$ cat src/rtl/hazard_controller_if.sv
// Pipeline observation / control bundle between the MIPS datapath and hazard_controller.
// The datapath side uses the master modport; the controller uses slave.
interface hazard_controller_if;
    logic [4:0] IDRs, IDRt;
    logic       IDUsesRt;
    logic [4:0] EXRs, EXRt, EXRd;
    logic       EXRegWrite, EXMemRead;
    logic [4:0] MEMRd;
    logic       MEMRegWrite;
    logic [4:0] WBRd;
    logic       WBRegWrite;
    logic       BranchTaken, JumpEX;
    logic       PCWrite, IFIDWrite, IDEXBubble;
    logic       IFIDFlush, IDEXFlush, EXMEMFlush;
    logic [1:0] ForwardA, ForwardB;
    logic [1:0] HazState;

    modport master (
        output IDRs, IDRt, IDUsesRt, EXRs, EXRt, EXRd, EXRegWrite, EXMemRead,
               MEMRd, MEMRegWrite, WBRd, WBRegWrite, BranchTaken, JumpEX,
        input  PCWrite, IFIDWrite, IDEXBubble, IFIDFlush, IDEXFlush, EXMEMFlush,
               ForwardA, ForwardB, HazState
    );

    modport slave (
        input  IDRs, IDRt, IDUsesRt, EXRs, EXRt, EXRd, EXRegWrite, EXMemRead,
               MEMRd, MEMRegWrite, WBRd, WBRegWrite, BranchTaken, JumpEX,
        output PCWrite, IFIDWrite, IDEXBubble, IFIDFlush, IDEXFlush, EXMEMFlush,
               ForwardA, ForwardB, HazState
    );
endinterface

$ cat src/rtl/hazard_controller.sv
// Hazard detection / stall-flush sequencer for the 5-stage MIPS pipeline.
// Define HAZ_FORWARD_EN to enable EX-stage forwarding (only load-use then stalls).
module hazard_controller (
    input  logic                Clk,
    input  logic                Reset,
    hazard_controller_if.slave  hif
);
    localparam logic [1:0] RUN   = 2'd0;
    localparam logic [1:0] STALL = 2'd1;
    localparam logic [1:0] FLUSH = 2'd2;

    logic [1:0] state, state_nxt;
    logic [1:0] stall_cnt, cnt_nxt;
    logic [1:0] need;
    logic [1:0] fwd_a, fwd_b;
    logic       pc_wr, ifid_wr, bubble, ifid_fl, idex_fl, exmem_fl;

    function automatic logic src_match(input logic [4:0] src, input logic [4:0] rd,
                                       input logic we);
        return (src != 5'd0) && (src == rd) && we;
    endfunction

    function automatic logic id_hit(input logic [4:0] rs, input logic [4:0] rt,
                                    input logic uses_rt, input logic [4:0] rd,
                                    input logic we);
        return src_match(rs, rd, we) || (uses_rt && src_match(rt, rd, we));
    endfunction

`ifdef HAZ_FORWARD_EN
    // Loaded data is only available after MEM, so a load in EX costs one bubble.
    always_comb begin
        need = 2'd0;
        if (hif.EXMemRead &&
            id_hit(hif.IDRs, hif.IDRt, hif.IDUsesRt, hif.EXRd, hif.EXRegWrite))
            need = 2'd1;
    end

    always_comb begin
        fwd_a = 2'd0;
        fwd_b = 2'd0;
        if (src_match(hif.EXRs, hif.MEMRd, hif.MEMRegWrite))     fwd_a = 2'd2;
        else if (src_match(hif.EXRs, hif.WBRd, hif.WBRegWrite))  fwd_a = 2'd1;
        if (src_match(hif.EXRt, hif.MEMRd, hif.MEMRegWrite))     fwd_b = 2'd2;
        else if (src_match(hif.EXRt, hif.WBRd, hif.WBRegWrite))  fwd_b = 2'd1;
    end
`else
    // Without forwarding, wait until the youngest matching producer has written back.
    always_comb begin
        need = 2'd0;
        if (id_hit(hif.IDRs, hif.IDRt, hif.IDUsesRt, hif.EXRd, hif.EXRegWrite))
            need = 2'd3;
        else if (id_hit(hif.IDRs, hif.IDRt, hif.IDUsesRt, hif.MEMRd, hif.MEMRegWrite))
            need = 2'd2;
        else if (id_hit(hif.IDRs, hif.IDRt, hif.IDUsesRt, hif.WBRd, hif.WBRegWrite))
            need = 2'd1;
    end

    assign fwd_a = 2'd0;
    assign fwd_b = 2'd0;

    logic unused_fwd_inputs;
    assign unused_fwd_inputs = ^{hif.EXRs, hif.EXRt, hif.EXMemRead};
`endif

    always_comb begin
        state_nxt = state;
        cnt_nxt   = stall_cnt;
        pc_wr     = 1'b1;
        ifid_wr   = 1'b1;
        bubble    = 1'b0;
        ifid_fl   = 1'b0;
        idex_fl   = 1'b0;
        exmem_fl  = 1'b0;
        case (state)
            RUN: begin
                // Branch resolves in MEM, older than the jump in EX, so it wins.
                if (hif.BranchTaken) begin
                    ifid_fl   = 1'b1;
                    idex_fl   = 1'b1;
                    exmem_fl  = 1'b1;
                    state_nxt = FLUSH;
                end else if (hif.JumpEX) begin
                    ifid_fl = 1'b1;
                    idex_fl = 1'b1;
                end else if (need != 2'd0) begin
                    pc_wr     = 1'b0;
                    ifid_wr   = 1'b0;
                    bubble    = 1'b1;
                    cnt_nxt   = need - 2'd1;
                    state_nxt = (need > 2'd1) ? STALL : RUN;
                end
            end
            STALL: begin
                if (hif.BranchTaken) begin
                    ifid_fl   = 1'b1;
                    idex_fl   = 1'b1;
                    exmem_fl  = 1'b1;
                    cnt_nxt   = 2'd0;
                    state_nxt = FLUSH;
                end else begin
                    pc_wr   = 1'b0;
                    ifid_wr = 1'b0;
                    bubble  = 1'b1;
                    cnt_nxt = (stall_cnt != 2'd0) ? stall_cnt - 2'd1 : 2'd0;
                    if (stall_cnt <= 2'd1) state_nxt = RUN;
                end
            end
            FLUSH:   state_nxt = RUN;
            default: begin
                state_nxt = RUN;
                cnt_nxt   = 2'd0;
            end
        endcase
    end

    always_ff @(posedge Clk) begin
        if (Reset) begin
            state     <= RUN;
            stall_cnt <= 2'd0;
        end else begin
            state     <= state_nxt;
            stall_cnt <= cnt_nxt;
        end
    end

    assign hif.PCWrite    = pc_wr;
    assign hif.IFIDWrite  = ifid_wr;
    assign hif.IDEXBubble = bubble;
    assign hif.IFIDFlush  = ifid_fl;
    assign hif.IDEXFlush  = idex_fl;
    assign hif.EXMEMFlush = exmem_fl;
    assign hif.ForwardA   = fwd_a;
    assign hif.ForwardB   = fwd_b;
    assign hif.HazState   = state;
endmodule
$ cat src/flat_wrapper.sv
// flat-port wrapper written by rule: the top's interface ports become plain ports
module hazard_controller_flat 
  (Clk, Reset, hif_IDRs, hif_IDRt, hif_IDUsesRt, hif_EXRs, hif_EXRt, hif_EXRd, hif_EXRegWrite, hif_EXMemRead, hif_MEMRd, hif_MEMRegWrite, hif_WBRd, hif_WBRegWrite, hif_BranchTaken, hif_JumpEX, hif_PCWrite, hif_IFIDWrite, hif_IDEXBubble, hif_IFIDFlush, hif_IDEXFlush, hif_EXMEMFlush, hif_ForwardA, hif_ForwardB, hif_HazState);
  hazard_controller_if hif_i ();
  input  logic Clk;
  input  logic Reset;
  input wire logic [$bits(hif_i.IDRs)-1:0] hif_IDRs;
  input wire logic [$bits(hif_i.IDRt)-1:0] hif_IDRt;
  input wire logic [$bits(hif_i.IDUsesRt)-1:0] hif_IDUsesRt;
  input wire logic [$bits(hif_i.EXRs)-1:0] hif_EXRs;
  input wire logic [$bits(hif_i.EXRt)-1:0] hif_EXRt;
  input wire logic [$bits(hif_i.EXRd)-1:0] hif_EXRd;
  input wire logic [$bits(hif_i.EXRegWrite)-1:0] hif_EXRegWrite;
  input wire logic [$bits(hif_i.EXMemRead)-1:0] hif_EXMemRead;
  input wire logic [$bits(hif_i.MEMRd)-1:0] hif_MEMRd;
  input wire logic [$bits(hif_i.MEMRegWrite)-1:0] hif_MEMRegWrite;
  input wire logic [$bits(hif_i.WBRd)-1:0] hif_WBRd;
  input wire logic [$bits(hif_i.WBRegWrite)-1:0] hif_WBRegWrite;
  input wire logic [$bits(hif_i.BranchTaken)-1:0] hif_BranchTaken;
  input wire logic [$bits(hif_i.JumpEX)-1:0] hif_JumpEX;
  output wire logic [$bits(hif_i.PCWrite)-1:0] hif_PCWrite;
  output wire logic [$bits(hif_i.IFIDWrite)-1:0] hif_IFIDWrite;
  output wire logic [$bits(hif_i.IDEXBubble)-1:0] hif_IDEXBubble;
  output wire logic [$bits(hif_i.IFIDFlush)-1:0] hif_IFIDFlush;
  output wire logic [$bits(hif_i.IDEXFlush)-1:0] hif_IDEXFlush;
  output wire logic [$bits(hif_i.EXMEMFlush)-1:0] hif_EXMEMFlush;
  output wire logic [$bits(hif_i.ForwardA)-1:0] hif_ForwardA;
  output wire logic [$bits(hif_i.ForwardB)-1:0] hif_ForwardB;
  output wire logic [$bits(hif_i.HazState)-1:0] hif_HazState;
  assign hif_i.IDRs = hif_IDRs;
  assign hif_i.IDRt = hif_IDRt;
  assign hif_i.IDUsesRt = hif_IDUsesRt;
  assign hif_i.EXRs = hif_EXRs;
  assign hif_i.EXRt = hif_EXRt;
  assign hif_i.EXRd = hif_EXRd;
  assign hif_i.EXRegWrite = hif_EXRegWrite;
  assign hif_i.EXMemRead = hif_EXMemRead;
  assign hif_i.MEMRd = hif_MEMRd;
  assign hif_i.MEMRegWrite = hif_MEMRegWrite;
  assign hif_i.WBRd = hif_WBRd;
  assign hif_i.WBRegWrite = hif_WBRegWrite;
  assign hif_i.BranchTaken = hif_BranchTaken;
  assign hif_i.JumpEX = hif_JumpEX;
  assign hif_PCWrite = hif_i.PCWrite;
  assign hif_IFIDWrite = hif_i.IFIDWrite;
  assign hif_IDEXBubble = hif_i.IDEXBubble;
  assign hif_IFIDFlush = hif_i.IFIDFlush;
  assign hif_IDEXFlush = hif_i.IDEXFlush;
  assign hif_EXMEMFlush = hif_i.EXMEMFlush;
  assign hif_ForwardA = hif_i.ForwardA;
  assign hif_ForwardB = hif_i.ForwardB;
  assign hif_HazState = hif_i.HazState;
  hazard_controller u_core (.Clk(Clk), .Reset(Reset), .hif(hif_i));
endmodule
$ cat config.mk
export PLATFORM = sky130hd
export DESIGN_NAME = hazard_controller_flat
export DESIGN_NICKNAME = d
export VERILOG_FILES = /design/src/rtl/hazard_controller_if.sv /design/src/rtl/hazard_controller.sv /design/src/flat_wrapper.sv
export SDC_FILE = /design/constraint.sdc
export NUM_CORES = 1
export LEC_CHECK = 0
export BUFFER_PORTS_ARGS = -buffer_cell sky130_fd_sc_hd__buf_4
export CORE_MARGIN = 1.5
export CORE_UTILIZATION = 25
export DETAILED_ROUTE_END_ITERATION = 10
export GPL_TIMING_DRIVEN = 0
export PLACE_DENSITY = 0.61
export SLEW_MARGIN = 20
export SYNTH_ARGS = -nofsm -noshare
export SYNTH_HDL_FRONTEND = slang
export SYNTH_SLANG_ARGS = --single-unit
$ cat constraint.sdc
create_clock -name Clk -period 3.4 [get_ports Clk]
set_clock_uncertainty 0.15 [all_clocks]
set_input_delay 0.51 -clock Clk [delete_from_list [all_inputs] [get_ports Clk]]
set_output_delay 0.51 -clock Clk [all_outputs]
set_load 0.02 [all_outputs]
* Word-level counts from Yosys, hierarchy flattened
Cells that the tools add are included.
** Operators by class
- Add/subtract/negate cells :: 2
- $lt $le $gt $ge :: 2
- Equal/unequal tests :: 14
- Multiplexer cells :: 30
- Bitwise logic cells :: 1
- Reductions and logical operators :: 26
** Operators by type and width (count)
- 5-bit equality test :: 6
- 2-bit two-way mux :: 12
- 1-bit logical AND :: 15
- 1-bit two-way mux :: 13
- 5-bit nonzero test :: 2
- 3-bit by 2-bit inequality test with 1-bit output, second input constant :: 2
- 1-bit one-hot mux with 2 select lines :: 3
- 2-bit one-hot mux with 3 select lines :: 1
- 2-bit inequality test, second input constant :: 2
- 2-bit one-hot mux with 2 select lines :: 1
- 4-bit AND reduction :: 1
- 2-bit nonzero test :: 2
- 2-bit by 1-bit subtractor with 2-bit output, second input constant :: 2
- 1-bit logical OR :: 3
- 3-bit inequality test, second input constant :: 1
- 3-bit AND reduction :: 1
- 2-bit by 1-bit equality test with 1-bit output, second input constant :: 1
- 2-bit equality test, second input constant :: 1
- 2-bit by 1-bit > comparator with 1-bit output, second input constant :: 1
- 2-bit by 1-bit <= comparator with 1-bit output, second input constant :: 1
- 2-bit zero test :: 1
- 2-bit by 1-bit inequality test with 1-bit output, second input constant :: 1
- 2-bit OR reduction :: 1
- 1-bit inverter :: 1
** Storage, ports and cells
- Register bits after elaboration :: 4
- Input port bits :: 44
- Output and inout port bits :: 12
- Word-level logic and storage cells :: 77

* Longest topological paths before layout
Gate-level depths: netlist of run 1.
- Depth in word-level cells :: 14
- Mapped depth :: 12
- Gate-level depth less buffers :: 12

* Least setup slack after synthesis of run 1
OpenSTA, ideal clock, no wires.
- Path kind :: input -> output
- Start point :: in hif_IDRt[1]
- End point :: out hif_IDEXBubble
- Data arrival time :: 2.559 ns
- Data required time :: 2.740 ns
- Path slack :: 0.181 ns
- Cell stages on the path :: 9
- Buffers on the path :: 0
- Cells stage by stage :: or4_1 o21ai_2 nor3_1 o21a_1 nor2_1 ha_1 nor2_1 o21ai_0 inv_1
** On the way
- Cells in the longest elaborated chain, start to end :: 13
- Elaborated cells on any way between the ends :: 24
- Classes of those cells :: eq/ne (3); mux (7); reduce/logical (14)
** Ends and longest elaborated chain
- start: declaration :: line flat_wrapper.sv:8 : input wire logic [$bits(hif_i.IDRt)-1:0] hif_IDRt;
- 5-bit equality test or 5-bit nonzero test (tied branches) :: line hazard_controller.sv:20 : return (src != 5'd0) && (src == rd) && we;
- 1-bit logical AND (2 in a row) :: line hazard_controller.sv:20
- 1-bit logical AND :: line hazard_controller.sv:26 : return src_match(rs, rd, we) || (uses_rt && src_match(rt, rd, we));
- 1-bit logical OR :: line hazard_controller.sv:26
- 1-bit two-way mux :: line hazard_controller.sv:54 : else if (id_hit(hif.IDRs, hif.IDRt, hif.IDUsesRt, hif.WBRd, hif.WBRegWrite))
- 2-bit two-way mux :: line hazard_controller.sv:52 : else if (id_hit(hif.IDRs, hif.IDRt, hif.IDUsesRt, hif.MEMRd, hif.MEMRegWrite))
- 2-bit two-way mux (*) :: line hazard_controller.sv:50 : if (id_hit(hif.IDRs, hif.IDRt, hif.IDUsesRt, hif.EXRd, hif.EXRegWrite))
- 2-bit nonzero test (*) :: line hazard_controller.sv:85 : end else if (need != 2'd0) begin
- 1-bit two-way mux (*) :: line hazard_controller.sv:85
- 1-bit two-way mux (*) :: line hazard_controller.sv:82 : end else if (hif.JumpEX) begin
- 1-bit two-way mux (*) :: line hazard_controller.sv:77 : if (hif.BranchTaken) begin
- 1-bit one-hot mux with 2 select lines (*) :: line hazard_controller.sv:74 : case (state)
- end: declaration :: line flat_wrapper.sv:23 : output wire logic [$bits(hif_i.IDEXBubble)-1:0] hif_IDEXBubble;
Every way passes the cells marked *; elsewhere a longest branch is shown, timed or not.

* Worst setup path after layout of run 1
- Start point :: in hif_IDRt[1]
- End point :: out hif_PCWrite
** On the way
- Cells in the longest elaborated chain, start to end :: 13
- Elaborated cells on any way between the ends :: 24
- Classes of those cells :: eq/ne (3); mux (7); reduce/logical (14)
** Ends and longest elaborated chain
- 5-bit equality test or 5-bit nonzero test (tied branches) :: line hazard_controller.sv:20
- 1-bit logical AND (2 in a row) :: line hazard_controller.sv:20
- 1-bit logical AND :: line hazard_controller.sv:26
- 1-bit logical OR :: line hazard_controller.sv:26
- 1-bit two-way mux :: line hazard_controller.sv:54
- 2-bit two-way mux :: line hazard_controller.sv:52
- 2-bit two-way mux (*) :: line hazard_controller.sv:50
- 2-bit nonzero test (*) :: line hazard_controller.sv:85
- 1-bit two-way mux (*) :: line hazard_controller.sv:85
- 1-bit two-way mux (*) :: line hazard_controller.sv:82
- 1-bit two-way mux (*) :: line hazard_controller.sv:77
- 1-bit one-hot mux with 2 select lines (*) :: line hazard_controller.sv:74
- end: declaration :: line flat_wrapper.sv:21 : output wire logic [$bits(hif_i.PCWrite)-1:0] hif_PCWrite;
Marks and branches as above.

==> results of run 1 <==
## power breakdown
part | leakage, µW | total (µW) | internal, µW | switching, µW
logic | 0.000402 | 115 | 62.5 | 52.8
registers | 0.0000325 | 50.5 | 48.6 | 1.93
clock network | 0.0000138 | 57.1 | 39.3 | 17.8
## layout by cell type (no fill, tap or decap)
master / count
a41oi_1: 1
conb_1: 4
xor2_1: 10
nor2b_2: 1
nor4_1: 4
or3_1: 1
o22ai_1: 1
o21ai_1: 1
o21ai_0: 1
or4_1: 3
nand3b_1: 1
nand2_1: 3
nand3_1: 1
buf_4: 47
o32ai_2: 1
ha_1: 1
xnor2_1: 20
o21a_1: 1
nor2_1: 9
clkbuf_4: 3
a21oi_1: 4
nand4_1: 5
inv_1: 3
nor3_1: 4
o21ai_2: 1
dfxtp_1: 4
## logic make-up (layout without fill, tap and decap cells)
family / Yosys count / in the layout / share of synthesized area, %
simple gates: 32 / 32 / 25.8
xor+xnor: 30 / 30 / 39.5
compound gates: 11 / 11 / 11.7
buf+inv: 9 / 53 / 8.47
flops: 4 / 4 / 12.1
fa+ha+maj: 1 / 1 / 1.88
other cells: 1 / 4 / 0.564
## metrics by stage
stage | setup slack, ns | instances | power, µW | util [%] | instance area, µm²
floorplan | 0.181 | 91 | 108 | - | 676
finish | 0.142 | 165 | 223 | 41.7 | 1040
detailed placement | 0.106 | 161 | 165 | 40.5 | 1010
global placement | 0.130 | 161 | 164 | 40.5 | 1010
global route | 0.0242 | 165 | 237 | 41.7 | 1040
CTS | 0.0979 | 164 | 225 | 41.4 | 1040
## worst max-delay path, delay by kind of cell
family	cells	cell delay (ns)
AO/OA/AOI/OAI	3	0.62
adder cells (fa/ha/maj)	1	0.15
buffers and inverters	4	0.56
AND/OR/NAND/NOR	4	0.74
## cell usage after synthesis
| cell type | count | area, µm² |
|---|---|---|
| buf_4 | 6 | 45.0 |
| a21oi_1 | 4 | 20.0 |
| or4_1 | 3 | 22.5 |
| inv_1 | 3 | 11.3 |
| nand2_1 | 3 | 11.3 |
| nand4_1 | 5 | 31.3 |
| o21ai_1 | 1 | 5.00 |
| dfxtp_1 | 4 | 80.1 |
| o21a_1 | 1 | 7.51 |
| ha_1 | 1 | 12.5 |
| o21ai_2 | 1 | 8.76 |
| nand3b_1 | 1 | 7.51 |
| or3_1 | 1 | 6.26 |
| o32ai_2 | 1 | 16.3 |
| a41oi_1 | 1 | 8.76 |
| conb_1 | 1 | 3.75 |
| o21ai_0 | 1 | 5.00 |
| xor2_1 | 10 | 87.6 |
| xnor2_1 | 20 | 175 |
| nor2_1 | 9 | 33.8 |
| o22ai_1 | 1 | 6.26 |
| nand3_1 | 1 | 5.00 |
| nor3_1 | 4 | 20.0 |
| nor2b_2 | 1 | 8.76 |
| nor4_1 | 4 | 25.0 |
## cell type report
cell class / instances / area, µm²
Timing Repair Buffer: 41 / 308
Clock buffer: 3 / 22.5
Tap cell: 30 / 37.5
Inverter: 3 / 11.3
Buffer: 6 / 45.0
Multi-Input combinational cell: 78 / 539
Sequential cell: 4 / 80.1
Fill cell: 269 / 1460
## layer usage
| layer | vias up | share of wire, % | GRT usage [%] |
|---|---|---|---|
| met5 | - | 0 | 0 |
| met4 | 0 | 0 | 2.50 |
| met3 | 0 | 8.9 | 3.55 |
| met2 | 35 | 49 | 26.7 |
| met1 | 328 | 42 | 14.4 |
| li1 | 394 | - | - |
## sequential cells by signal, indices dropped and copies added (netlist names)
register             count
u_core.hif.HazState      2
u_core.stall_cnt         2
## final timing paths
path | startpoint | to
max reg2reg | u_core.hif.HazState[1] | u_core.stall_cnt[0]
max | hif_IDRt[1] | hif_PCWrite
min | Reset | u_core.hif.HazState[1]
min reg2reg | u_core.stall_cnt[1] | u_core.stall_cnt[1]
## timing repair
item / 4_1_cts / 5_1_grt
hold buffers: 0 / 0
setup buffers: 0 / 1
setup endpoints to repair: 0 / 1
resized for setup: 0 / 0
==> impl_metrics.ini, run 1 <==
[sta]
fin_crit_ns = 3.26
final.setup.tns_ns = 0
grt_setup_unrepaired = false
hold_ws_ns = 0.328
final.period_utilization_pct = 95.8
drv_slew = 0
timing.fmax_mhz = 307
hold_viol_final = 0
setup_viol = 0

[global_route]
grt_overflow = 0
grtUsageTotal_pct = 13.6
antenna_found_initial = 0
grt_pass1_wl_mm = 2.93
grt_max_degree = 9
grt_pass1_vias = 739

[drt]
via_per_inst = 4.59
routed_wl_mm = 1.95
route.detailed.drc = 0
vias = 757
drt_iter0_markers = 14
drtAntennaViolNets = 0
avgRoutedWirePerCell_um = 11.8
drtPass1Iterations = 4

[setup_path]
max_stage_delay_ns = 0.55
critPathKind = input pin to output port
crit_chain = buf_4 -> or4_1 -> o21ai_2 -> buf_4 -> nor3_1 -> o21a_1 -> nor2_1 -> ha_1 -> nor2_1 -> o21ai_0 -> buf_4 -> buf_4
endpoint_kind = output port
cp.arrival_ns = 2.60
critPathMostFrequentCell = buf_4
critPathMaxFanout = 4
startpoint_type = input pin
cp.required_ns = 2.74
cp_slowest_cell = or4_1
reg2reg_slack_ns = 1.97
r2r_cells = 3

[floorplan]
fp-row-count = 18
start_util_pct = 26.6
core-area_um2 = 2500
dieArea_um2 = 2980
dieWidth_um = 54.6
io_pins = 56
die_y_um = 54.6

[synth]
syn_area_per_cell_um2 = 7.55
yosysSeqAreaShare_pct = 12.1
ys_ff_latch = 4
ys.warnings.count = 0
synthCells = 88
synth_cell_type_count = 25
syn_area_um2 = 664

[power]
peakVddDrop_mv = 0.208
power.density_nw_per_um2 = 214
power.static_leakage_uw = 0.000448

[clock_network]
cts_tree = done
clock_tree.root_cell = clkbuf_4
clkTransAtPathRegs_ns = 0.03
cts_max_level = 1
clkLatencyLatePin_ns = 0.23
numCtsBuffers = 3
cts_num_sinks = 4
clock_path_buffers = 2

[layout]
nets = 182
drive_above_1_share_pct = 39.3
antenna_cells = 0
area_growth_pct = 57.1

[worst_hold_path]
hold_class = input pin to flop
hold_depth = 2

[run]
drv_cap = 0

[placement]
numPortBuffers = 40
place_congestion = 0.837
hpwl_mm = 1.62

[run_status]
status = completed
(Power assumes the default switching activity.)
==> run 2, diff against run 1 <==
--- a/config.mk
+++ b/config.mk
@@ -5,12 +5,13 @@
 export SDC_FILE = /design/constraint.sdc
 export NUM_CORES = 1
 export LEC_CHECK = 0
+export ABC_AREA = 1
 export BUFFER_PORTS_ARGS = -buffer_cell sky130_fd_sc_hd__buf_4
 export CORE_MARGIN = 1.5
 export CORE_UTILIZATION = 25
 export DETAILED_ROUTE_END_ITERATION = 10
 export GPL_TIMING_DRIVEN = 0
-export PLACE_DENSITY = 0.61
+export PLACE_DENSITY = 0.58
 export SLEW_MARGIN = 20
 export SYNTH_ARGS = -nofsm -noshare
 export SYNTH_HDL_FRONTEND = slang
==> impl_metrics.ini, run 2 <==
[setup_path]
critPathMaxFanout = 5
crit_chain = buf_4 -> nor2_1 -> nand4_1 -> and2_1 -> nand2_1 -> nand2_1 -> nand2_1 -> nand2_1 -> and2_1 -> ha_1 -> nor2_1 -> nand2_1 -> inv_1 -> nor2_1 -> buf_4 -> buf_4
cp.required_ns = 2.74
critPathMostFrequentCell = nand2_1
path_delay_family = simple AND/OR/NAND/NOR gates
endpoint_kind = output port
critPathKind = input pin to output port
cp_slowest_cell = and2_1
r2r_start = u_core.hif.HazState[1]
max_stage_delay_ns = 0.19
cp_num_buf_inv = 4
startpoint_type = input pin
cp.arrival_ns = 2.26
worstSetupStartpoint = hif_IDRs[3]

[clock_network]
clkTransAtPathRegs_ns = 0.03
cts_num_sinks = 4
clock_tree.root_cell = clkbuf_4
clkLatencyLatePin_ns = 0.23
cts_setup_buffers = 0
cts_max_level = 1
clock_path_buffers = 2
ctsHoldBuffers = 0
ctsResizeCount = 0
numCtsBuffers = 3
cts_tree = done

[floorplan]
fp-row-count = 20
io_pins = 56
start_util_pct = 26.7
core-area_um2 = 3100
dieWidth_um = 60.5
dieArea_um2 = 3660
die_y_um = 60.5

[layout]
drive_above_1_share_pct = 26.8
nets = 256
fillers = 372
final_cell_mix = 65 x nand2_1, 46 x buf_4, 24 x nor2_1, 21 x inv_1, 8 x xnor2_1
mostFrequentLayoutCell = nand2_1
fin_util_pct = 39.2
antenna_cells = 0
area_growth_pct = 47.1

[drt]
routed_wl_mm = 2.22
drt_iter0_markers = 43
via_per_inst = 4.13
drtAntennaViolNets = 0
route.detailed.drc = 0
vias = 1044
drtPass1Iterations = 4
avgRoutedWirePerCell_um = 8.78

[power]
power.density_nw_per_um2 = 195
peakVddDrop_mv = 0.0949
total_power_uw = 237
power.static_leakage_uw = 0.000702

[synth]
syn_area_um2 = 827
ys_ff_latch = 4
ys.flop_type = dfxtp_1
yosysSeqAreaShare_pct = 9.68
synthCells = 163
synth_cell_type_count = 20
yosysMostFrequentCell = nand2_1
yosysTopAreaCell = nand2_1
synthArstFlopShare_pct = 0
ys.warnings.count = 0
netlist_top_cells_count = 65 x nand2_1, 24 x nor2_1, 21 x inv_1
syn_area_per_cell_um2 = 5.07
synth.area.top_cells = nand2_1 30%, nor2_1 11%, dfxtp_1 9.7%, inv_1 9.5%, xnor2_1 8.5%
synth_top_area_share_pct = 29.5
synth_edf_count = 0

[global_route]
grt_overflow = 0
grt_max_degree = 8
grt_pass1_wl_mm = 3.58
grtUsageTotal_pct = 12.8
antenna_found_initial = 0
grt_pass1_vias = 853

[sta]
hold_viol_final = 0
fin_crit_ns = 2.92
drv_slew = 0
fin_ws_ns = 0.483
grt_setup_unrepaired = false
hold_ws_ns = 0.316
final.period_utilization_pct = 85.8
setup_viol = 0
timing.fmax_mhz = 343
final.setup.tns_ns = 0

[worst_hold_path]
hold_class = input pin to flop
worstHoldStart = Reset

[run_status]
status = completed

[placement]
place_congestion = 0.785
numPortBuffers = 40
dp_slack_ns = 0.513
hpwl_mm = 1.95

[run]
drv_cap = 0
-- run 2: changes by cell type after synthesis, moves of 4 or more --
| cell | before | now |
|---|---|---|
| xor2_1 | 10 | 5 |
| inv_2 | 0 | 5 |
| xnor2_1 | 20 | 8 |
| nand2_1 | 3 | 65 |
| inv_1 | 3 | 21 |
| nor4_1 | 4 | 0 |
| nand3_1 | 1 | 6 |
| nor2_1 | 9 | 24 |
-- run 2: cells by family after synthesis --
logic type               Yosys count  share of synthesized area [%]
adder cells (fa/ha/maj)            1                           1.51
AND/OR/NAND/NOR                  105                           51.9
flip-flops                         4                           9.68
AO/OA/AOI/OAI                      7                           5.45
other                              1                          0.453
XOR/XNOR                          13                           13.8
buffers and inverters             32                           17.2
-- run 2: through the flow --
step | area [µm²] | cells
6_report | 1220 | 253
4_1_cts | 1220 | 253
2_1_floorplan | 838 | 166
3_5_place_dp | 1190 | 250
3_3_place_gp | 1190 | 250
5_1_grt | 1220 | 253
-- run 2: cell type report --
type	instances	area [µm²]	share of cell area, %
Inverter	26	97.6	8.02
Buffer	6	45.0	3.70
Timing Repair Buffer	40	300	24.7
Sequential cell	4	80.1	6.58
Multi-Input combinational cell	130	616	50.6
Clock buffer	3	22.5	1.85
Tap cell	44	55.1	4.53
-- run 2: routing by layer --
layer  track usage, %  share of wire [%]  vias to the layer above
li1                 -                  -                      576
met1             17.9                 49                      434
met2             20.3                 45                       34
met3             3.20                6.6                        0
met4             1.86                  0                        0
met5                0                  0                        -
-- run 2: final timing paths --
| path | to | slack [ns] | cells after the start |
|---|---|---|---|
| worst max-delay path | hif_PCWrite | 0.48 | 16 |
| worst min-delay path | u_core.stall_cnt[0] | 0.32 | 2 |
| worst max register to register | u_core.stall_cnt[1] | 2.09 | 7 |
| worst min register to register | u_core.stall_cnt[0] | 0.32 | 2 |
-- run 2: report_power, final --
part / switching, µW / leakage [µW] / internal [µW]
Sequential: 1.58 / 0.0000325 / 48.5
Clock: 18.6 / 0.0000138 / 39.4
Combinational: 66.7 / 0.000655 / 62.1
Total: 86.9 / 0.000702 / 150
